File: src/rtl/hc_pkg.sv
`default_nettype none
// +----------------------------------------------------------------------+
// | hc_pkg: shared HardCloud request types and arbiter state encoding    |
// | Revision: 1.0                                                        |
// +----------------------------------------------------------------------+
package hc_pkg;

    localparam int HC_BUFFER_SIZE   = 2;
    localparam int HC_REQUEST_DEPTH = 8;

    typedef enum logic [2:0] {
        e_REQUEST_IDLE         = 3'd0,
        e_REQUEST_READ         = 3'd1,
        e_REQUEST_WRITE        = 3'd2,
        e_REQUEST_READ_STREAM  = 3'd3,
        e_REQUEST_WRITE_STREAM = 3'd4
    } t_request_cmd;

    typedef logic [15:0] t_request_size;

    typedef struct packed {
        t_request_cmd  cmd;
        logic [7:0]    buffer_id;
        t_request_size size;
        logic [31:0]   offset;
    } t_request_control;

    typedef struct packed {
        logic          empty;
        logic          full;
        t_request_size count;
    } t_request_status;

    typedef enum logic [1:0] {
        S_ARB_IDLE  = 2'd0,
        S_ARB_ISSUE = 2'd1,
        S_ARB_WAIT  = 2'd2
    } t_arb_state;

    typedef logic [$clog2(HC_BUFFER_SIZE)-1:0] t_arb_port;

endpackage
`default_nettype wire

File: src/rtl/hc_request_fifo.sv
`default_nettype none
// +----------------------------------------------------------------------+
// | hc_request_fifo: per-port command FIFO with registered status        |
// | Revision: 1.0                                                        |
// +----------------------------------------------------------------------+
module hc_request_fifo
    import hc_pkg::*;
#(
    parameter int FIFO_DEPTH = HC_REQUEST_DEPTH
) (
    input  logic             clk,
    input  logic             rst_n,
    input  logic             i_push,
    input  t_request_control i_push_data,
    input  logic             i_pop,
    output t_request_control o_head,
    output t_request_status  o_status
);

    localparam int AW = $clog2(FIFO_DEPTH);

    t_request_control r_mem [FIFO_DEPTH];
    logic [AW-1:0]    r_wr_ptr;
    logic [AW-1:0]    r_rd_ptr;
    t_request_size    r_count;
    logic             r_empty;
    logic             r_full;

    logic             w_push;
    logic             w_pop;
    t_request_size    w_count_nxt;

    // A pop frees the slot the concurrent push lands in, so push is legal when full.
    assign w_push = i_push & (~r_full | i_pop);
    assign w_pop  = i_pop & ~r_empty;

    always_comb begin
        w_count_nxt = r_count;
        case ({w_push, w_pop})
            2'b10:   w_count_nxt = r_count + t_request_size'(1);
            2'b01:   w_count_nxt = r_count - t_request_size'(1);
            default: w_count_nxt = r_count;
        endcase
    end

    always_ff @(posedge clk) begin
        if (!rst_n) begin
            r_wr_ptr <= '0;
            r_rd_ptr <= '0;
            r_count  <= '0;
            r_empty  <= 1'b1;
            r_full   <= 1'b0;
        end else begin
            if (w_push) r_wr_ptr <= r_wr_ptr + AW'(1);
            if (w_pop)  r_rd_ptr <= r_rd_ptr + AW'(1);
            r_count <= w_count_nxt;
            r_empty <= (w_count_nxt == '0);
            r_full  <= (w_count_nxt == t_request_size'(FIFO_DEPTH));
        end
    end

    always_ff @(posedge clk) begin
        if (w_push) r_mem[r_wr_ptr] <= i_push_data;
    end

    assign o_head   = r_mem[r_rd_ptr];
    assign o_status = '{empty: r_empty, full: r_full, count: r_count};

endmodule
`default_nettype wire

File: src/rtl/hc_request_arbiter.sv
`default_nettype none
// +----------------------------------------------------------------------+
// | hc_request_arbiter: round-robin sharing of the HardCloud requestor   |
// | Revision: 1.0                                                        |
// +----------------------------------------------------------------------+
module hc_request_arbiter
    import hc_pkg::*;
#(
    parameter int NUM_REQ    = HC_BUFFER_SIZE,
    parameter int FIFO_DEPTH = HC_REQUEST_DEPTH
) (
    input  logic                               clk,
    input  logic                               rst_n,
    input  logic                               enable,
    input  logic [NUM_REQ-1:0]                 req_valid,
    input  t_request_control [NUM_REQ-1:0]     req_control,
    output logic [NUM_REQ-1:0]                 req_ready,
    output t_request_status [NUM_REQ-1:0]      req_status,
    output logic                               cmd_valid,
    output t_request_control                   cmd_control,
    output logic [$clog2(NUM_REQ)-1:0]         cmd_port,
    input  logic                               cmd_ready,
    input  logic                               cmd_done,
    output logic                               busy
);

    localparam int PW = $clog2(NUM_REQ);

    t_arb_state                        r_state;
    t_arb_state                        w_state_nxt;
    logic [PW-1:0]                     r_rr;
    t_request_control                  r_cmd_control;
    logic [PW-1:0]                     r_cmd_port;

    logic [NUM_REQ-1:0]                w_push;
    logic [NUM_REQ-1:0]                w_pop;
    logic [NUM_REQ-1:0]                w_nonempty;
    t_request_control [NUM_REQ-1:0]    w_head;
    logic [PW-1:0]                     w_grant;
    logic                              w_found;
    logic                              w_grant_en;

    for (genvar i = 0; i < NUM_REQ; i++) begin : g_port
        hc_request_fifo #(
            .FIFO_DEPTH (FIFO_DEPTH)
        ) u_fifo (
            .clk         (clk),
            .rst_n       (rst_n),
            .i_push      (w_push[i]),
            .i_push_data (req_control[i]),
            .i_pop       (w_pop[i]),
            .o_head      (w_head[i]),
            .o_status    (req_status[i])
        );

        assign req_ready[i]  = ~req_status[i].full;
        // IDLE commands complete the handshake but never enter the queue.
        assign w_push[i]     = req_valid[i] & req_ready[i] &
                               (req_control[i].cmd != e_REQUEST_IDLE);
        assign w_nonempty[i] = ~req_status[i].empty;
        assign w_pop[i]      = w_grant_en & (w_grant == PW'(i));
    end

    // First pass covers ports at or above the pointer, second pass the wrap.
    always_comb begin
        w_found = 1'b0;
        w_grant = '0;
        for (int j = 0; j < NUM_REQ; j++) begin
            if (!w_found && w_nonempty[j] && (PW'(j) >= r_rr)) begin
                w_found = 1'b1;
                w_grant = PW'(j);
            end
        end
        for (int j = 0; j < NUM_REQ; j++) begin
            if (!w_found && w_nonempty[j]) begin
                w_found = 1'b1;
                w_grant = PW'(j);
            end
        end
    end

    assign w_grant_en = (r_state == S_ARB_IDLE) & enable & w_found;

    always_comb begin
        w_state_nxt = r_state;
        case (r_state)
            S_ARB_IDLE:  if (w_grant_en) w_state_nxt = S_ARB_ISSUE;
            S_ARB_ISSUE: if (cmd_ready)  w_state_nxt = S_ARB_WAIT;
            S_ARB_WAIT:  if (cmd_done)   w_state_nxt = S_ARB_IDLE;
            default:                     w_state_nxt = S_ARB_IDLE;
        endcase
    end

    always_ff @(posedge clk) begin
        if (!rst_n) begin
            r_state       <= S_ARB_IDLE;
            r_rr          <= '0;
            r_cmd_control <= '0;
            r_cmd_port    <= '0;
        end else begin
            r_state <= w_state_nxt;
            if (w_grant_en) begin
                r_cmd_control <= w_head[w_grant];
                r_cmd_port    <= w_grant;
                r_rr          <= (w_grant == PW'(NUM_REQ - 1)) ? '0 : w_grant + PW'(1);
            end
        end
    end

    assign cmd_valid   = (r_state == S_ARB_ISSUE);
    assign cmd_control = r_cmd_control;
    assign cmd_port    = r_cmd_port;
    assign busy        = (r_state != S_ARB_IDLE) | (|w_nonempty);

endmodule
`default_nettype wire

File: config.mk
export PLATFORM = sky130hd
export DESIGN_NAME = hc_request_arbiter
export DESIGN_NICKNAME = d
export VERILOG_FILES = /design/src/rtl/hc_pkg.sv /design/src/rtl/hc_request_fifo.sv /design/src/rtl/hc_request_arbiter.sv
export SDC_FILE = /design/constraint.sdc
export NUM_CORES = 1
export LEC_CHECK = 0
export CAP_MARGIN = 20
export CORE_MARGIN = 2
export CORE_UTILIZATION = 30
export DETAILED_ROUTE_END_ITERATION = 10
export GPL_ROUTABILITY_DRIVEN = 1
export HOLD_SLACK_MARGIN = 0.03
export PLACE_DENSITY = 0.53
export SYNTH_ARGS = -nofsm -noshare
export SYNTH_HDL_FRONTEND = slang
export SYNTH_SLANG_ARGS = --single-unit
File: constraint.sdc
create_clock -name clk -period 8 [get_ports clk]
set_clock_uncertainty 0.2 [all_clocks]
set_input_delay 1.2 -clock clk [delete_from_list [all_inputs] [get_ports clk]]
set_output_delay 1.2 -clock clk [all_outputs]
set_load 0.005 [all_outputs]
* Yosys cells after proc, flatten, opt, wreduce, memory -nomap -nowiden *
Memories as Yosys holds them, arrays and structs flattened. A register that Yosys moved wholly into a read port is not among the register bits.
Index checks and enable logic that the tools add are counted.

operators by class
  add/sub/neg operators = 9
  $mul = 0
  div/mod/pow operators = 0
  $lt $le $gt $ge = 3
  equal/unequal tests = 11
  shifts and indexed selects = 0
  muxes and demuxes = 24
  bitwise logic cells = 20
  reductions and logical operators = 16

operators by type and width
  cell                                                                    number
  59-bit 2-to-1 mux                                                       2
  16-bit case mux with 2 select lines                                     2
  16-bit by 1-bit adder with 16-bit output, second input constant         2
  16-bit by 4-bit equality test with 1-bit output, second input constant  2
  16-bit logical NOT                                                      2
  16-bit by 1-bit subtractor with 16-bit output, second input constant    2
  3-bit by 1-bit adder with 3-bit output, second input constant           4
  1-bit bitwise AND                                                       12
  1-bit 2-to-1 mux                                                        12
  3-bit 2-to-1 mux                                                        4
  2-bit by 1-bit equality test with 1-bit output, second input constant   3
  2-bit equality test, second input constant                              3
  2-bit 2-to-1 mux                                                        3
  2-bit case mux with 3 select lines                                      1
  3-bit nonzero test                                                      2
  1-bit logical AND                                                       5
  1-bit NOT                                                               5
  2-bit inequality test, second input constant                            2
  1-bit logical NOT                                                       3
  1-bit bitwise OR                                                        3
  3-bit AND reduction                                                     1
  1-bit >= comparator, first input constant                               2
  2-bit logical NOT                                                       1
  1-bit by 2-bit < comparator with 1-bit output, second input constant    1
  other kinds (4)                                                         4

storage, ports and cells
  bits in registers = 111
  latch bits = 0
  memory bits (writable) = 944
  memory bits (read-only) = 0
  bits of input ports = 125
  output and inout port bits = 100
  word-level logic and storage cells = 102
  memories kept = 2

memories
  memory                  words  width  rd ports  clocked after Yosys merged registers in  write ports  RTL line               text
  g_port[0].u_fifo.r_mem  8      59     1         1                                        1            hc_request_fifo.sv:22  t_request_control r_mem [FIFO_DEPTH];
  g_port[1].u_fifo.r_mem  8      59     1         1                                        1            hc_request_fifo.sv:22

* Logic depth before layout (Yosys ltp) *
  word-level depth = 20
  depth in mapped cells = 19
  gate-level depth less buffers = 14

* By module *
From an unflattened synthesis, not the netlist that was laid out.

unflattened totals
  cell total of the unflattened synthesis = 2,307
  area, all modules = 42,743.5 um^2

by module, submodules not included
  module                              instances  cells an instance  area each (um^2)  seq. area each (um^2)
  hc_request_fifo (g_port[0].u_fifo)  1          993                19,990.4          14,714.1
  hc_request_fifo (g_port[1].u_fifo)  1          964                19,899.1          14,714.1
  hc_request_arbiter                  1          350                2,854.0           1,261.2

* Worst setup path before layout *
OpenSTA, ideal clock, no wires.

  path type = input port to flip-flop
  start point = in req_control[116] in the netlist's numbering
  end point = mem g_port[1].u_fifo.r_mem[0][0] in the netlist's numbering, enable pin
  library setup time = 548 ps
  arrival time = 5,608 ps
  data required time = 7,252 ps
  slack = 1,644 ps
  cell stages on the path = 3
  buffers on the path = 0
  cells stage by stage = o311a_1 -> nand2b_1 -> nor3_1

between the ends
  cells in the longest elaborated chain, start to end = 5

RTL lines
  element                                 RTL line                  text
  from (decl)                             hc_request_arbiter.sv:16  input t_request_control [NUM_REQ-1:0] req_control,
  3-bit nonzero test                      hc_request_arbiter.sv:59  (req_control[i].cmd != e_REQUEST_IDLE);
  1-bit bitwise AND                       hc_request_arbiter.sv:58  assign w_push[i] = req_valid[i] & req_ready[i] &
  1-bit bitwise AND                       hc_request_fifo.sv:34     assign w_push = i_push & (~r_full | i_pop);
  1-bit 2-to-1 mux                        hc_request_fifo.sv:63     if (w_push) r_mem[r_wr_ptr] <= i_push_data;
  1-bit 2-to-1 mux (not written as such)  hc_request_fifo.sv:63
  to (decl)                               hc_request_fifo.sv:22

Every way passes these cells.

* Worst setup path in the final report *
  start point = in enable
  end point = reg g_port[0].u_fifo.r_empty

between the ends
  cells in the longest elaborated chain, start to end = 8
  elaborated cells between the ends (all ways) = 10
  those cells by class = eq/ne (2); mux (1); bitwise (6); reduce/logical (1)

RTL lines
  element                                                                                       RTL line                  text
  from (decl)                                                                                   hc_request_arbiter.sv:14  input logic enable,
  1-bit bitwise AND * (2 in a row)                                                              hc_request_arbiter.sv:82  assign w_grant_en = (r_state == S_ARB_IDLE) & enable & w_found;
  1-bit bitwise AND *                                                                           hc_request_arbiter.sv:61  assign w_pop[i] = w_grant_en & (w_grant == PW'(i));
  1-bit bitwise OR                                                                              hc_request_fifo.sv:34
  1-bit bitwise AND                                                                             hc_request_fifo.sv:34
  2-bit by 1-bit equality test with 1-bit output / 2-bit equality test (equally long branches)  hc_request_fifo.sv:39     case ({w_push, w_pop})
  16-bit case mux with 2 select lines *                                                         hc_request_fifo.sv:39
  16-bit logical NOT *                                                                          hc_request_fifo.sv:57     r_empty <= (w_count_nxt == '0);
  to (signal assigned)                                                                          hc_request_fifo.sv:57
  to (decl)                                                                                     hc_request_fifo.sv:26     logic r_empty;

Every way passes the cells marked *; elsewhere a longest branch is shown, timed or not.
A chain may end at the register's enable or synchronous reset.

==> run metrics <==
status completed; Post-synth EDFFs 944; Core ar. 140000 sq um; Setup CP Type primary input to flop; Detail Route Antenna Nets 0; Util after Layout between 30 and 40%; Post-CTS Resized 0; vias post-DR 22300; DR WL/cell 24.3 microns; all-layer global routing usage 14.9%; Starting DRT DRC Count approximately 1600; register share of total power 47.6%; chip width 380 microns; die height 380 microns; Placer Congestion 0.760; max-slew violations 0; critical path peak fanout slightly above 40; final wirelength roughly 110000 microns; arrival time worst endpoint 5.92 ns; Worst setup EP type flop; Die ar. about 140000 sq um; drt drc 0; CP Launch Point enable; global-route wire length before repair 158000 microns; P_sw 3490 uW; Hold Path Stages 2; startpoint types primary input; period utilization just under 70%; RSZ-0062 raised after global routing no; R2R depth 14; Hold Vio Cnt, Final 0; yosys warns 0; number of sinks on the clock net 1061; initial antenna violation count 39; syn_nets 2455; # Post-CTS Setup Buffers 0; Yosys top cell area share 66.9%; synthesized area 42300 sq um; Congestion Overflow GR 0; clock root cell clkbuf_16; Gate power share around 15%; Hold Crit Endpoint cmd_control[42]$_SDFFE_PN0P_; setup slack, reg-to-reg between 2 and 3 ns; setup TNS 0 ns; Yosys top cell by area edfxtp_1; Clk Latency, worst-skew pair approximately 0.7 ns; Tmin final 5.50 ns; Tightest Hold Check Type flop to flop; library cells used by synthesis 82; Seq cells post-synth 1061; Peak VDD IR 0.197 mV; Crit path required time 8.42 ns; DR pass1 iterations 5; share of cells above drive strength 1 18.4%; H-tree levels 3; pre-CTS WS 1.81 ns; Post-CTS Hold Buffers 0; Reg clk slew, reported paths 0.06 ns; TritonCTS clock tree built; worst hold path startpoint cmd_control[42]$_SDFFE_PN0P_; largest net degree at the start of global routing 122; fraction of registers with async set/reset 0%; worst slew pin tran 1.06 ns; CTS Buf Count 107; final setup vio count 0; sw frac 25.5%; R2R Path End g_port[0].u_fifo.r_empty$_SDFF_PN1_; internal power 10200 uW; leakage power approximately 0.015 uW; most frequent cell after synthesis edfxtp_1; CTS Buffer Depth 3; Post-synth top cells edfxtp_1, mux4_2, a211oi_1, nor2_1, dfxtp_1; Reg-to-Reg Start g_port[0].u_fifo.r_empty$_SDFF_PN1_; Slew HR 29.5%; Max Cap Viol 0; clock share of power ~37%; Primary FF master, synth edfxtp_1; Std-Cell Rows 137; fmax 0.182 GHz; Area Growth Syn to Fin 19.0%; final worst setup slack roughly 2.5 ns; Port-buffer cells 224; Net count, final 2665; Synth area leaders edfxtp_1, mux4_2, dfxtp_1; hpwl dp 67400 microns; power per cell area about 270 nW/um^2; initial core utilization 30.3%; vias per inst between 4 and 5; Ports 225; Avg Cell Area, Syn 18.3 sq um; synthesized netlist cell count 2318; vias in the first global route 22500; Seq/Total Area, Yosys 72.5%
cell type report:
class                   count  area, sq um
flip-flops and latches   1061        30700
clock buffers             152         3070
diodes                      9         22.5
clock inverters            52          574
inverters                  22         83.8
well taps                1876         2350
fillers                 13100        89500
repair buffers            261         2580
multi-input cells        1075        11000
placed cells by master, fill, tap and decap left out, drive strengths merged, types with 7 or more instances in the layout:
cell / n
o211ai: 15
xor2: 15
diode: 9
clkinv: 43
nor3: 21
edfxtp: 944
and3: 8
o21ai: 24
or4: 8
clkbuf: 152
buf: 37
nand3b: 8
a2111oi: 9
mux4: 236
nor2b: 67
inv: 21
nand2b: 19
or3: 8
nand2: 44
nand3: 18
nor2: 123
dfxtp: 117
and2: 18
xnor2: 19
o22ai: 7
a211oi: 123
a21oi: 87
nor4: 13
a31oi: 8
bufinv: 8
mux2i: 66
clkdlybuf4s50: 224
ha: 12
how the worst max path moves through the flow:
stage | to | slack (ns) | depth (start not counted)
6_report | g_port[0].u_fifo.r_empty$_SDFF_PN1_ | 2.50 | 14
5_1_grt | g_port[1].u_fifo.r_full$_SDFF_PN0_ | 2.16 | 13
3_5_place_dp | g_port[0].u_fifo.r_empty$_SDFF_PN1_ | 1.81 | 14
4_1_cts | g_port[0].u_fifo.r_empty$_SDFF_PN1_ | 2.59 | 14
2_1_floorplan | g_port[1].u_fifo.r_mem[0][0]$_DFFE_PP_ | 1.64 | 3
3_3_place_gp | g_port[0].u_fifo.r_empty$_SDFF_PN1_ | 1.81 | 14
per-stage QoR:
| stage | total power, uW | instances | instance area [sq um] | hold WS [ns] |
|---|---|---|---|---|
| after floorplan | 7880 | 2318 | 42300 | 0.234 |
| after global placement | 8760 | 4295 | 46700 | 0.252 |
| after detailed placement | 8780 | 4295 | 46700 | 0.278 |
| after CTS | 13900 | 4499 | 50400 | 0.288 |
| after global routing | 14300 | 4499 | 50400 | 0.305 |
| final | 13700 | 4508 | 50400 | 0.285 |
power by group through the flow:
| stage | registers [uW] | clock network (uW) | logic, uW |
|---|---|---|---|
| after floorplan | 6490 | 0 | 1390 |
| after global placement | 6620 | 0 | 2140 |
| after detailed placement | 6630 | 0 | 2150 |
| after CTS | 6520 | 5200 | 2160 |
| after global routing | 6540 | 5420 | 2290 |
| final | 6520 | 5070 | 2110 |
critical path, cell delays in order:
cell and delay (ns):
clkdlybuf4s50_1 0.53, nand3_4 0.37, nor2b_1 0.54, ha_1 0.72, buf_4 0.37, buf_4 0.23, nand4b_1 0.16, and4_1 0.33
nor4_1 0.10, or4_1 0.44, and3_1 0.22, nor4_1 0.34, nand4_1 0.17, o21ai_1 0.15
kinds of logic (layout without fill, tap and decap cells):
kind of cell | count (synthesis) | in the layout | share of synthesized area (%)
buffers and inverters | 182 | 487 | 1.85
AOI/OAI and AO/OA | 325 | 325 | 5.30
DFF | 1061 | 1061 | 72.5
adders and majority gates | 12 | 12 | 0.355
other | 0 | 9 | 0
muxes | 304 | 304 | 14.2
and+or+nand+nor | 400 | 400 | 5.15
xor gates and xnor gates | 34 | 34 | 0.703
sequential cells by signal, indices dropped and copies added, names as in the netlist, named ones only:
name	flops
g_port.u_fifo.r_count	32
g_port.u_fifo.r_full	2
g_port.u_fifo.r_mem	944
cmd_port	1
r_rr	1
g_port.u_fifo.r_rd_ptr	6
cmd_control	59
g_port.u_fifo.r_wr_ptr	6
r_state	2
g_port.u_fifo.r_empty	2
per-layer routing:
layer	wire length, microns	global-route usage [%]
met1	44300	18.5
met2	54600	25.4
met3	8370	4.64
met4	2080	3.04
met5	242	0
Note: power is estimated with default switching activity, not from simulation.
